**src/rtl/fir_tap_ctrl.sv**
```systemverilog
// -----------------------------------------------------------------------------
// fir_tap_ctrl
//
// Sequencing controller for a single-MAC, time-multiplexed FIR filter.
// Owns the circular delay line write pointer, walks all taps once per
// accepted sample, steers an external MAC and captures its result.
//
// Ports
//   clk, reset                  single clock, synchronous active-high reset
//   samp_in/valid/ready         input sample handshake (accepted only in IDLE)
//   coef_wr_en/addr/data        coefficient load (only honoured in IDLE)
//   busy                        high whenever the controller is not IDLE
//   dmem_we/waddr/wdata/raddr   delay-line RAM ports (1-cycle sync read)
//   cmem_we/waddr/wdata/raddr   coefficient RAM ports (1-cycle sync read)
//   mac_clr/en/last             MAC control, aligned with the RAM read data
//   acc_in                      MAC accumulator, valid the cycle after mac_last
//   y_acc/y_valid/y_ready       filter result handshake
// -----------------------------------------------------------------------------
module fir_tap_ctrl #(
    parameter int TAPS = 64,
    parameter int AW   = 6,
    parameter int DW   = 16,
    parameter int ACCW = 38
) (
    input  logic            clk,
    input  logic            reset,
    input  logic [DW-1:0]   samp_in,
    input  logic            samp_valid,
    output logic            samp_ready,
    input  logic            coef_wr_en,
    input  logic [AW-1:0]   coef_wr_addr,
    input  logic [DW-1:0]   coef_wr_data,
    output logic            busy,
    output logic            dmem_we,
    output logic [AW-1:0]   dmem_waddr,
    output logic [DW-1:0]   dmem_wdata,
    output logic [AW-1:0]   dmem_raddr,
    output logic            cmem_we,
    output logic [AW-1:0]   cmem_waddr,
    output logic [DW-1:0]   cmem_wdata,
    output logic [AW-1:0]   cmem_raddr,
    output logic            mac_clr,
    output logic            mac_en,
    output logic            mac_last,
    input  logic [ACCW-1:0] acc_in,
    output logic [ACCW-1:0] y_acc,
    output logic            y_valid,
    input  logic            y_ready
);

    typedef enum logic [2:0] {
        S_CLEAR   = 3'd0,
        S_IDLE    = 3'd1,
        S_RUN     = 3'd2,
        S_DRAIN   = 3'd3,
        S_CAPTURE = 3'd4,
        S_OUT     = 3'd5
    } state_t;

    localparam logic [AW-1:0] LAST_IDX = AW'(TAPS - 1);
    localparam logic [AW:0]   TAPS_W   = (AW + 1)'(TAPS);

    state_t            state_q,     state_d;
    logic [AW-1:0]     clr_idx_q,   clr_idx_d;
    logic [AW-1:0]     wr_ptr_q,    wr_ptr_d;
    logic [AW-1:0]     newest_q,    newest_d;
    logic [AW-1:0]     k_q,         k_d;
    logic [ACCW-1:0]   y_acc_q,     y_acc_d;
    logic              y_valid_q,   y_valid_d;
    logic              mac_clr_q,   mac_clr_d;
    logic              mac_en_q,    mac_en_d;
    logic              mac_last_q,  mac_last_d;
    logic [AW:0]       rdiff_s;

    // Increment an index modulo TAPS (TAPS need not be a power of two).
    function automatic logic [AW-1:0] inc_wrap(input logic [AW-1:0] v);
        if (v == LAST_IDX) begin
            return {AW{1'b0}};
        end else begin
            return v + AW'(1);
        end
    endfunction

    // Delay-line read address: newest sample minus tap index, modulo TAPS.
    always_comb begin
        rdiff_s = {1'b0, newest_q} - {1'b0, k_q};
        if (rdiff_s[AW]) begin
            dmem_raddr = AW'(rdiff_s + TAPS_W);
        end else begin
            dmem_raddr = rdiff_s[AW-1:0];
        end
    end

    assign cmem_raddr = k_q;
    assign busy       = (state_q != S_IDLE);
    assign y_acc      = y_acc_q;
    assign y_valid    = y_valid_q;
    assign mac_clr    = mac_clr_q;
    assign mac_en     = mac_en_q;
    assign mac_last   = mac_last_q;

    // Next-state logic and combinational RAM/handshake outputs.
    always_comb begin
        state_d    = state_q;
        clr_idx_d  = clr_idx_q;
        wr_ptr_d   = wr_ptr_q;
        newest_d   = newest_q;
        k_d        = k_q;
        y_acc_d    = y_acc_q;
        y_valid_d  = y_valid_q;
        mac_clr_d  = 1'b0;
        mac_en_d   = 1'b0;
        mac_last_d = 1'b0;
        samp_ready = 1'b0;
        dmem_we    = 1'b0;
        dmem_waddr = wr_ptr_q;
        dmem_wdata = {DW{1'b0}};
        cmem_we    = 1'b0;
        cmem_waddr = coef_wr_addr;
        cmem_wdata = coef_wr_data;

        case (state_q)
            S_CLEAR: begin
                // Zero one delay-line entry per cycle so stale history never leaks.
                dmem_we    = 1'b1;
                dmem_waddr = clr_idx_q;
                if (clr_idx_q == LAST_IDX) begin
                    clr_idx_d = {AW{1'b0}};
                    state_d   = S_IDLE;
                end else begin
                    clr_idx_d = clr_idx_q + AW'(1);
                end
            end
            S_IDLE: begin
                // A coefficient write takes priority over a sample that cycle.
                if (coef_wr_en) begin
                    cmem_we = 1'b1;
                end else begin
                    samp_ready = 1'b1;
                    if (samp_valid) begin
                        dmem_we    = 1'b1;
                        dmem_wdata = samp_in;
                        newest_d   = wr_ptr_q;
                        wr_ptr_d   = inc_wrap(wr_ptr_q);
                        k_d        = {AW{1'b0}};
                        state_d    = S_RUN;
                    end else begin
                        state_d = S_IDLE;
                    end
                end
            end
            S_RUN: begin
                // MAC controls are delayed one cycle to line up with RAM read data.
                mac_en_d   = 1'b1;
                mac_clr_d  = (k_q == {AW{1'b0}});
                mac_last_d = (k_q == LAST_IDX);
                if (k_q == LAST_IDX) begin
                    k_d     = {AW{1'b0}};
                    state_d = S_DRAIN;
                end else begin
                    k_d = k_q + AW'(1);
                end
            end
            S_DRAIN: begin
                state_d = S_CAPTURE;
            end
            S_CAPTURE: begin
                y_acc_d   = acc_in;
                y_valid_d = 1'b1;
                state_d   = S_OUT;
            end
            S_OUT: begin
                if (y_ready) begin
                    y_valid_d = 1'b0;
                    state_d   = S_IDLE;
                end else begin
                    state_d = S_OUT;
                end
            end
            default: begin
                clr_idx_d = {AW{1'b0}};
                state_d   = S_CLEAR;
            end
        endcase
    end

    // State and datapath registers with synchronous reset.
    always_ff @(posedge clk) begin
        if (reset) begin
            state_q    <= S_CLEAR;
            clr_idx_q  <= {AW{1'b0}};
            wr_ptr_q   <= {AW{1'b0}};
            newest_q   <= {AW{1'b0}};
            k_q        <= {AW{1'b0}};
            y_acc_q    <= {ACCW{1'b0}};
            y_valid_q  <= 1'b0;
            mac_clr_q  <= 1'b0;
            mac_en_q   <= 1'b0;
            mac_last_q <= 1'b0;
        end else begin
            state_q    <= state_d;
            clr_idx_q  <= clr_idx_d;
            wr_ptr_q   <= wr_ptr_d;
            newest_q   <= newest_d;
            k_q        <= k_d;
            y_acc_q    <= y_acc_d;
            y_valid_q  <= y_valid_d;
            mac_clr_q  <= mac_clr_d;
            mac_en_q   <= mac_en_d;
            mac_last_q <= mac_last_d;
        end
    end

endmodule

```
**config.mk**
```make
export PLATFORM = sky130hd
export DESIGN_NAME = fir_tap_ctrl
export DESIGN_NICKNAME = d
export VERILOG_FILES = /design/src/rtl/fir_tap_ctrl.sv
export SDC_FILE = /design/constraint.sdc
export NUM_CORES = 1
export LEC_CHECK = 0
export BUFFER_PORTS_ARGS = -buffer_cell sky130_fd_sc_hd__buf_4
export CORE_MARGIN = 4
export CORE_UTILIZATION = 35
export CTS_CLUSTER_DIAMETER = 40
export DETAILED_ROUTE_END_ITERATION = 16
export GPL_TIMING_DRIVEN = 0
export PLACE_DENSITY = 0.65
export SKIP_LAST_GASP = 1
export SLEW_MARGIN = 20
export SYNTH_ARGS = -nofsm -noshare
export SYNTH_HDL_FRONTEND = slang
export SYNTH_SLANG_ARGS = --single-unit
```
**constraint.sdc**
```tcl
create_clock -name clk -period 2.1 [get_ports clk]
set_input_delay 0.42 -clock clk [delete_from_list [all_inputs] [get_ports clk]]
set_output_delay 0.42 -clock clk [all_outputs]
set_load 0.01 [all_outputs]
```
[Yosys cells after proc, flatten, opt, wreduce, memory -nomap -nowiden]
Index checks and enable logic that the tools add are counted.
Widths: inputs -> output; s select.
Storage, ports and cells
  word-level logic and storage cells: 69
  flip-flop bits (word level): 69
  bits of input ports: 81
  output and inout bits: 102
Cells by class
  bitwise logic cells: 2
  reductions and logical operators: 10
  eq/ne operators: 14
  multiplexer cells: 28
  add/subtract/negate cells: 5
Operator list (number)
  $mux 16: 3
  $mux 6: 7
  $add 6x1->6 const B: 4
  $pmux 6 s2: 2
  $eq 6x6->1 const B: 3
  $pmux 3 s6: 1
  $mux 3: 4
  $ne 2x2->1 const B: 5
  $reduce_and 3->1: 3
  $mux 1: 8
  $sub 6x6->7: 1
  $eq 3x2->1 const B: 2
  $eq 3x3->1 const B: 2
  $logic_not 6->1: 1
  $reduce_or 5->1: 1
  $pmux 1 s2: 2
  $reduce_bool 2->1: 2
  $eq 3x1->1 const B: 1
  $logic_not 3->1: 1
  $ne 3x1->1 const B: 1
  $mux 2: 1
  $not 1->1: 2
  $reduce_and 2->1: 1
  $reduce_or 2->1: 1

[Logic depth before layout (Yosys ltp)]
Gate-level depths: netlist (run 1).
  depth in word-level cells: 3
  mapped depth: 7
  gate-level depth less buffers: 7

[Worst setup path before layout (run 1)]
OpenSTA, ideal clock, no wires.
  path type: reg-to-output
  from: register k_q[1] (netlist: cmem_raddr[1])
  to: output dmem_raddr[5]
  data required time: 1.680 ns
  slack: 0.072 ns
  path buffers: 0
  arrival time: 1.608 ns
  cell stages (with the launch flop): 7
  cell sequence: dfxtp_1 > inv_1 > ha_1 > nor2b_1 > o21a_1 > o2111a_1 > a211o_1
Between the ends
  word-level cells in the longest chain between the ends: 3
RTL lines
  from (decl): RTL line 67  | logic [AW-1:0] k_q, k_d;
  from (signal assigned): RTL line 194  | k_q <= {AW{1'b0}};
  from (signal assigned): RTL line 205  | k_q <= k_d;
  $sub 6x6->7 (*): RTL line 86  | rdiff_s = {1'b0, newest_q} - {1'b0, k_q};
  $add 6x1->6: RTL line 88  | dmem_raddr = AW'(rdiff_s + TAPS_W);
  $mux 6 (*): RTL line 87  | if (rdiff_s[AW]) begin
  to (decl): RTL line 37  | output logic [AW-1:0] dmem_raddr,
Every way passes the cells marked *; elsewhere a longest branch is shown, timed or not.

[Worst setup path after layout (run 1)]
  from: register k_q[3] (netlist: cmem_raddr[3])
  to: output dmem_raddr[5]
The elaborated chain is that of the path after synthesis.

==> flow_summary.toml, run 1 <==
[status]
status = "finished with violations"
violations = "negative setup slack"

[power_and_ir_drop]
netSwitchingFraction = 0.3045
ir_worst_vdd_mv = 0.4030
clkPwrFrac = 0.304
p_sw_mw = 1.237
internal_power_mw = 2.826
p_total_mw = 4.063
leakage_nw = 2.436
pwr-share-comb = 0.349
seq_power_share = 0.347
power_density_mw_per_mm2 = 758.7

[cts]
clk-insertion-delay-late_ps = 350
cts.sinks = 69
clock_path_buffers = 2
clkTransAtPathRegs_ps = 80
cts_tree = "built"
holdBufCountCts = 0
root_buffer = "clkbuf_8"
cts_buffers = 9
h-tree-depth = 3

[floorplan]
dieArea_mm2 = 0.01133
die_w_um = 106.4
boundaryPins = 183
core_area_mm2 = 0.009328
rows = 35
start_util = 0.3635
die_y_um = 106.4

[setup_path]
critPathArrivalTime_ps = 1840
cp.required_ps = 1680
setup.worst_path.start = "cmem_raddr[3]"
worstPathMaxFanout = 7
worst_setup_path_end_kind = "output port"
r2r_slack_ps = 380
worstSetupPathType = "reg2out"
reg2regPathDepth = 7
endpoint = "dmem_raddr[5]"
r2r-end = "cmem_raddr[3]"
start_kind = "flop"
reg2reg_from = "state_q[1]"

[yosys]
synth_edf_count = 0
synth_top_area_cell = "dfxtp_1"
synthArstFlopShare = 0
synth_top_area_share = 0.4074
netlist_top_cells_area = "dfxtp_1 41%, nand2_1 13%, a21oi_1 8.1%"
synth.area.mux_share = 0.002952
ys_types = 49
synth_adder_area_share = 0.05018
synth_compound_area_frac = 0.1491
synth_cells = 434
yosys-top-cells-count = "116 x nand2_1, 69 x dfxtp_1, 55 x a21oi_1"
synth_most_common_cell = "nand2_1"
synth_xor_area_frac = 0.02841
synth-seq-cells = 69
synth_top_family_by_area = "simple AND/OR/NAND/NOR gates"
ys_seq_area_frac = 0.4074
syn_area_per_cell_um2 = 7.813
synth.net_count = 528
yosysWarnings = 0
synth_ff_type = "dfxtp_1"
synth_area_mm2 = 0.003391
synth_simple_gate_area_frac = 0.2605

[drt]
wl_met3_um = 774
remaining_drc_errors = 0
via_count = 3599
drt-pass1-iter-count = 4
routed-wl-met2_mm = 5.047
drtAntennaViolNets = 0
vias_per_cell = 4.723
drtIter0Drc = 181
wl_per_cell_um = 13.41
wl_mm = 10.22
m1WireLength_mm = 4.233
highest-signal-layer = "met4"

[sta]
finalHoldViolations = 0
tns_ps = -287.8
finalWorstSetupSlack_ps = -164.6
fmax_mhz = 441.6
rsz0062_at_grt = "yes"
holdWs_ps = 313.4
finalCritPeriodShare = 1.078
slew_headroom = 0.5890
finalSetupViolCount = 3
worstMarginPinSlew_ps = 616.5
layout_min_cycle_time_ps = 2265
fin_skew_ps = 11.32
slew_violations = 0

[global_route]
grt_antenna_before_repair = 0
grt_use_total = 0.1714
grt_overflow = 0
grt_max_degree = 14
grt_pass1_vias = 3353
grt_first_pass_wirelength_mm = 15.77

[layout]
area_growth_pct = 57.93
final_area_mm2 = 0.005355
final_cell_count_no_fill = 762
drive_above_1_share = 0.4281
fin_nets = 722
nFillCells = 870
n_antenna_cell = 0

[job]
maxCapViolations = 0

[place]
dp_hpwl_mm = 7.682
io_buffers = 159
place_inst = 722
gp_congestion = 0.8281
place_area_mm2 = 0.004746

[worst_hold_path]
min_path_type = "in2reg"
==> worst max-delay path, cell delays in order (launching register included) <==
cell,delay [ps]
dfxtp_4,380
inv_1,70
ha_1,240
and2_1,150
o21ai_0,160
o31ai_1,110
a211o_1,280
buf_6,120
==> per-stage QoR <==
step	setup slack [ps]	utilization
after detailed placement	-175.2	0.5088
final	-164.6	0.5741
after global routing	-217.9	0.5741
after global placement	-164.4	0.5088
after floorplan	72.05	-
after CTS	-237.5	0.5485
==> flip-flops by register name, indices dropped and copies added (netlist names) <==
name / flops
y_valid: 1
clr_idx_q: 6
mac_clr: 1
newest_q: 6
state_q: 3
mac_en: 1
y_acc: 38
wr_ptr_q: 6
cmem_raddr: 6
mac_last: 1
==> power groups by stage <==
stage | Sequential, mW | Clock [mW] | Combinational [mW]
final | 1.41 | 1.23 | 1.42
after floorplan | 1.43 | 0 | 0.650
after detailed placement | 1.44 | 0 | 1.10
after CTS | 1.41 | 1.26 | 1.22
after global placement | 1.43 | 0 | 1.09
after global routing | 1.42 | 1.32 | 1.56
==> kinds of logic after synthesis <==
family / Yosys count
and+or+nand+nor: 193
AOI/OAI and AO/OA: 83
DFF: 69
buffers and inverters: 64
adders and majority gates: 13
xor gates and xnor gates: 11
muxes: 1
==> worst min path at each step <==
stage	cells after the start	end	from
final	3	y_acc[18]	acc_in[18]
after global placement	2	y_acc[0]	y_acc[0]
after detailed placement	2	y_acc[30]	y_acc[30]
after CTS	3	y_acc[12]	acc_in[12]
after floorplan	2	newest_q[0]	newest_q[0]
after global routing	3	y_acc[11]	acc_in[11]
==> repair_timing <==
action / 4_1_cts / 5_1_grt
setup buffers: 6 / 16
pin swaps: 4 / 9
cloned: 0 / 2
gates resized for setup: 30 / 26
hold endpoints to repair: 0 / 0
setup endpoints to repair: 27 / 27
==> layout make-up <==
cell class	instances	area, um2	share of cell area
Inverter	16	62.56	0.01168
Multi-Input combinational cell	301	1774	0.3313
Tap cell	129	161.4	0.03014
Clock buffer	10	137.6	0.02570
Timing Repair Buffer	183	1393	0.2600
Sequential cell	69	1406	0.2626
Clock inverter	6	92.59	0.01729
Buffer	48	327.8	0.06121
==> routing by layer <==
layer  vias to the layer above  global-route usage
met5                         -                   0
met3                        12             0.04736
met2                       143              0.2905
met4                         0             0.06575
met1                      1631              0.2061
li1                       1813                   -
==> placed cells by master, fill, tap and decap left out, types with 4 or more instances in the layout <==
cell type / n
and2_1: 4
buf_6: 5
o21ai_0: 5
ha_1: 8
a21oi_1: 54
nor2_1: 16
dfxtp_4: 5
inv_1: 13
buf_2: 8
nor4_1: 4
nor3_1: 4
and3_1: 19
dfxtp_1: 59
nand3_1: 9
xnor2_1: 8
dfxtp_2: 5
buf_4: 202
nand2_1: 114
clkbuf_1: 10
ha_4: 4
clkbuf_8: 10
No activity file was read; power rests on OpenSTA's default activity.
==> inputs of run 2 (changes only) <==
Settings changed: PLACE_DENSITY 0.65 to 0.74.
==> run 2 against run 1 <==
Against the previous run: the run still ends with negative setup slack left; first-iteration DRC count up 23%; non-clock buffer count is 3 higher; combinational power hardly changed; sequential power hardly changed; critical path depth stayed put; register-to-register slack got worse by 440 ps; maximum frequency fell by 0.47%; global-route usage grew 0.95 points; via count is 0.78% higher; clock-buffer cell count is the same; flip-flop and latch count unchanged; cell area is 2.3% higher; highest routed layer unchanged.
==> flow_summary.toml, run 2 (synthesized netlist as in run 1, its figures left out) <==
[setup_path]
worst_setup_path_end_kind = "output port"
r2r_slack_ps = -60
worstPathMaxFanout = 2
reg2regPathDepth = 16
start_kind = "flop"
worstSetupPathType = "reg2out"
critPathArrivalTime_ps = 1860
r2r-end = "cmem_raddr[1]"
cp.required_ps = 1680
reg2reg_from = "cmem_raddr[1]"

[drt]
remaining_drc_errors = 0
drtIter0Drc = 222
wl_per_cell_um = 13.95
drtAntennaViolNets = 0
drt-pass1-iter-count = 4
wl_mm = 10.67
via_count = 3627
vias_per_cell = 4.741

[cts]
clkTransAtPathRegs_ps = 80
cts_tree = "built"
clk-insertion-delay-late_ps = 340
cts.sinks = 69
h-tree-depth = 3
cts_buffers = 9
root_buffer = "clkbuf_8"
clock_path_buffers = 2

[worst_hold_path]
min_from = "acc_in[9]"
hold_end = "y_acc[9]"
hold_depth = 3
min_path_type = "in2reg"

[floorplan]
boundaryPins = 183
die_y_um = 106.4
rows = 35
core_area_mm2 = 0.009328
die_w_um = 106.4
dieArea_mm2 = 0.01133
start_util = 0.3635

[power_and_ir_drop]
ir_worst_vdd_mv = 0.3849
leakage_nw = 2.492
power_density_mw_per_mm2 = 805.9

[sta]
finalSetupViolCount = 4
finalCritPeriodShare = 1.084
slew_violations = 0
fmax_mhz = 439.5
finalWorstSetupSlack_ps = -175.4
holdWs_ps = 320.1
rsz0062_at_grt = "yes"
layout_min_cycle_time_ps = 2275
finalHoldViolations = 0
fin_skew_ps = 8.878
slew_headroom = 0.5759
worstMarginPinSlew_ps = 636.1

[layout]
area_growth_pct = 61.62
layout_commonest_cell = "buf_4"
drive_above_1_share = 0.4387
n_antenna_cell = 0
largest_register_ff_count = 38
final_cell_count_no_fill = 765
final_area_mm2 = 0.005480
final_cell_mix = "204 x buf_4, 115 x nand2_1, 59 x dfxtp_1"
fin_nets = 725
utilization = 0.5875

[global_route]
grt_antenna_before_repair = 0
top_usage_layer = "met2"
grt_first_pass_wirelength_mm = 16.68
grt_use_total = 0.1809
grt_overflow = 0
grt.met1_usage = 0.2116
grt_max_degree = 13
use_met2 = 0.3303
grt_pass1_vias = 3460
use_met3 = 0.03522

[status]
status = "finished with violations"
violations = "negative setup slack"

[place]
place_area_mm2 = 0.004746
dp_hpwl_mm = 7.796
place_inst = 722
io_buffers = 159
gp_congestion = 0.8047
place_ws_ps = -133.8

[job]
maxCapViolations = 0
==> run 2: final cells by class <==
class	instances	area, um2
plain buffers	45	294.0
clock buffers	10	127.6
clock inverters	6	158.9
fillers	855	3847
inverters	16	62.56
multi-input cells	301	1802
flip-flops and latches	69	1411
well taps	129	161.4
repair buffers	189	1463
==> run 2: metal layers <==
| layer | vias up | share of wire |
|---|---|---|
| met5 | - | 0 |
| met4 | 0 | 0.019 |
| met3 | 16 | 0.058 |
| met2 | 128 | 0.53 |
| met1 | 1657 | 0.39 |
| li1 | 1826 | - |
==> run 2: worst max-delay path by stage <==
stage | startpoint | to | cells past startpoint
final | cmem_raddr[1] | dmem_raddr[5] | 7
after global routing | cmem_raddr[1] | dmem_raddr[5] | 8
after CTS | cmem_raddr[1] | dmem_raddr[5] | 7
after detailed placement | coef_wr_en | dmem_we | 6
after global placement | cmem_raddr[1] | dmem_raddr[5] | 7
after floorplan | cmem_raddr[1] | dmem_raddr[5] | 6
==> run 2: stage by stage <==
stage	total power, mW	setup TNS, ps
after floorplan	2.082	0
after global placement	2.519	-185.4
after detailed placement	2.536	-238.6
after CTS	4.313	-842.9
after global routing	4.635	-717.9
final	4.417	-399.4
==> run 2: critical path, stage by stage, from the launching register on <==
cell and delay, ps:
dfxtp_4 360, inv_4 40, ha_4 200, nor2b_4 120, o21a_1 190, o2111a_1 240, a211o_1 250, buf_6 130
==> run 2: report_power, final <==
part | internal [mW] | switching [mW] | total [mW]
Clock | 1.03 | 0.510 | 1.54
Sequential | 1.37 | 0.0623 | 1.43
Combinational | 0.772 | 0.673 | 1.44
Total | 3.17 | 1.25 | 4.42
==> run 2: repair_timing <==
item / CTS / global route
gates resized for setup: 44 / 27
buffers inserted: 20 / 9
pin swaps: 11 / 7
cloned: 1 / 1
hold buffers: 0 / 0
setup endpoints to repair: 27 / 24
==> inputs of run 3 (changes only) <==
Settings changed: CORE_UTILIZATION 35 to 32, PLACE_DENSITY 0.74 to 0.7.
==> run 3 against run 2 <==
Against the previous run: critical path type unchanged; clock skew increased by 0.87 ps; largest power group is now combinational logic; combinational power barely moved; final cell count increased by 0.13%; first-iteration DRC count fell by 21%; the run still ends with negative setup slack left; global-route usage down 2.1 points; register-to-register slack improved by 390 ps; wire length is 2.7% lower.
==> flow_summary.toml, run 3 (synthesized netlist as in run 1, its figures left out) <==
[cts]
cts_tree = "built"
cts.sinks = 69
clkTransAtPathRegs_ps = 80
cts_buffers = 9
h-tree-depth = 3
clock_path_buffers = 2
clk-insertion-delay-late_ps = 340
root_buffer = "clkbuf_8"

[place]
place_inst = 729
io_buffers = 159
place_area_mm2 = 0.004755
dp_hpwl_mm = 7.810
gp_congestion = 0.8521
place_ws_ps = -160.8

[sta]
fmax_mhz = 445.1
fin_skew_ps = 9.746
finalSetupViolCount = 3
finalHoldViolations = 0
finalWorstSetupSlack_ps = -146.6
slew_violations = 0
finalCritPeriodShare = 1.070
worstMarginPinSlew_ps = 579.7
slew_headroom = 0.6135
rsz0062_at_grt = "yes"
layout_min_cycle_time_ps = 2247

[layout]
drive_above_1_share = 0.4206
n_antenna_cell = 0
fin_nets = 719
multi_input_area_mm2 = 0.001784
final_cell_mix = "198 x buf_4, 115 x nand2_1, 59 x dfxtp_1"
area_growth_pct = 56.72
final_cell_count_no_fill = 766
nFillCells = 965
final_area_mm2 = 0.005314
utilization = 0.5147
largest_register_ff_count = 38
regArea_mm2 = 0.001406
layout_commonest_cell = "buf_4"

[floorplan]
start_util = 0.3284
die_w_um = 110.9
dieArea_mm2 = 0.01231
boundaryPins = 183
die_y_um = 110.9
rows = 37
core_area_mm2 = 0.01032

[setup_path]
worstPathMaxFanout = 2
r2r-end = "state_q[2]"
start_kind = "flop"
cp.required_ps = 1680
reg2reg_from = "state_q[1]"
critPathArrivalTime_ps = 1830
worstSetupPathType = "reg2out"
reg2regPathDepth = 7
worst_setup_path_end_kind = "output port"
r2r_slack_ps = 330

[power_and_ir_drop]
power_density_mw_per_mm2 = 733.9
ir_worst_vdd_mv = 0.3449
leakage_nw = 2.433

[global_route]
grt_pass1_vias = 3447
grt_max_degree = 12
grt_overflow = 0
grt_antenna_before_repair = 0
grt_use_total = 0.1594
grt_first_pass_wirelength_mm = 16.30

[worst_hold_path]
hold_end = "y_acc[8]"
hold_depth = 3
min_path_type = "in2reg"
min_from = "acc_in[8]"

[drt]
wl_per_cell_um = 13.56
wl_mm = 10.39
drtIter0Drc = 176
remaining_drc_errors = 0
via_count = 3544
drtAntennaViolNets = 0
drt-pass1-iter-count = 4
vias_per_cell = 4.627

[job]
maxCapViolations = 0

[status]
violations = "negative setup slack"
status = "finished with violations"
[run 3: report_power, final]
part / internal (mW) / switching, mW / total, mW
logic: 0.754 / 0.672 / 1.43
clock network: 0.578 / 0.490 / 1.07
registers: 1.36 / 0.0439 / 1.41
total: 2.69 / 1.21 / 3.90
[run 3: worst max-delay path, cell delays in order (launching register included)]
cell and delay, ps:
dfxtp_4 360, inv_4 40, ha_4 190, nor2b_4 110
o21a_1 180, o2111a_1 240, a211o_1 240, buf_6 120
[run 3: cell type report]
cell class / instances / area share
Multi-Input combinational cell: 301 / 0.3358
Clock inverter: 4 / 0.008947
Clock buffer: 12 / 0.02731
Tap cell: 136 / 0.03202
Timing Repair Buffer: 180 / 0.2585
Inverter: 16 / 0.01177
Buffer: 48 / 0.06098
Sequential cell: 69 / 0.2647
[run 3: metrics by stage]
step | hold slack [ps] | setup TNS, ps | power (mW)
after global routing | 291.5 | -870.6 | 4.139
after floorplan | 436.3 | 0 | 2.082
after detailed placement | 447.1 | -246.1 | 2.540
after global placement | 443.4 | -190.7 | 2.520
final | 316.4 | -230.9 | 3.900
after CTS | 293.3 | -602.9 | 3.745
[run 3: layer usage]
metal / track usage / share of wire / up-vias
met2: 0.2735 / 0.50 / 130
met4: 0.05993 / 0.0091 / 0
met5: 0 / 0 / -
met1: 0.1876 / 0.42 / 1603
li1: - / - / 1806
met3: 0.04640 / 0.074 / 5
[run 3: worst max-delay path by stage]
stage,from,end,slack [ps]
3_5_place_dp,coef_wr_en,dmem_we,-160
2_1_floorplan,cmem_raddr[1],dmem_raddr[5],70
6_report,cmem_raddr[1],dmem_raddr[5],-150
5_1_grt,cmem_raddr[1],dmem_raddr[5],-230
3_3_place_gp,coef_wr_en,dmem_we,-130
4_1_cts,cmem_raddr[1],dmem_raddr[5],-230
[run 3: what timing repair did]
| action | 4_1_cts | 5_1_grt |
|---|---|---|
| buffers inserted | 7 | 11 |
| gates resized for setup | 34 | 27 |
| pin swaps | 9 | 8 |
| setup endpoints to repair | 27 | 29 |
| hold buffers | 0 | 0 |
| gates cloned | 0 | 3 |
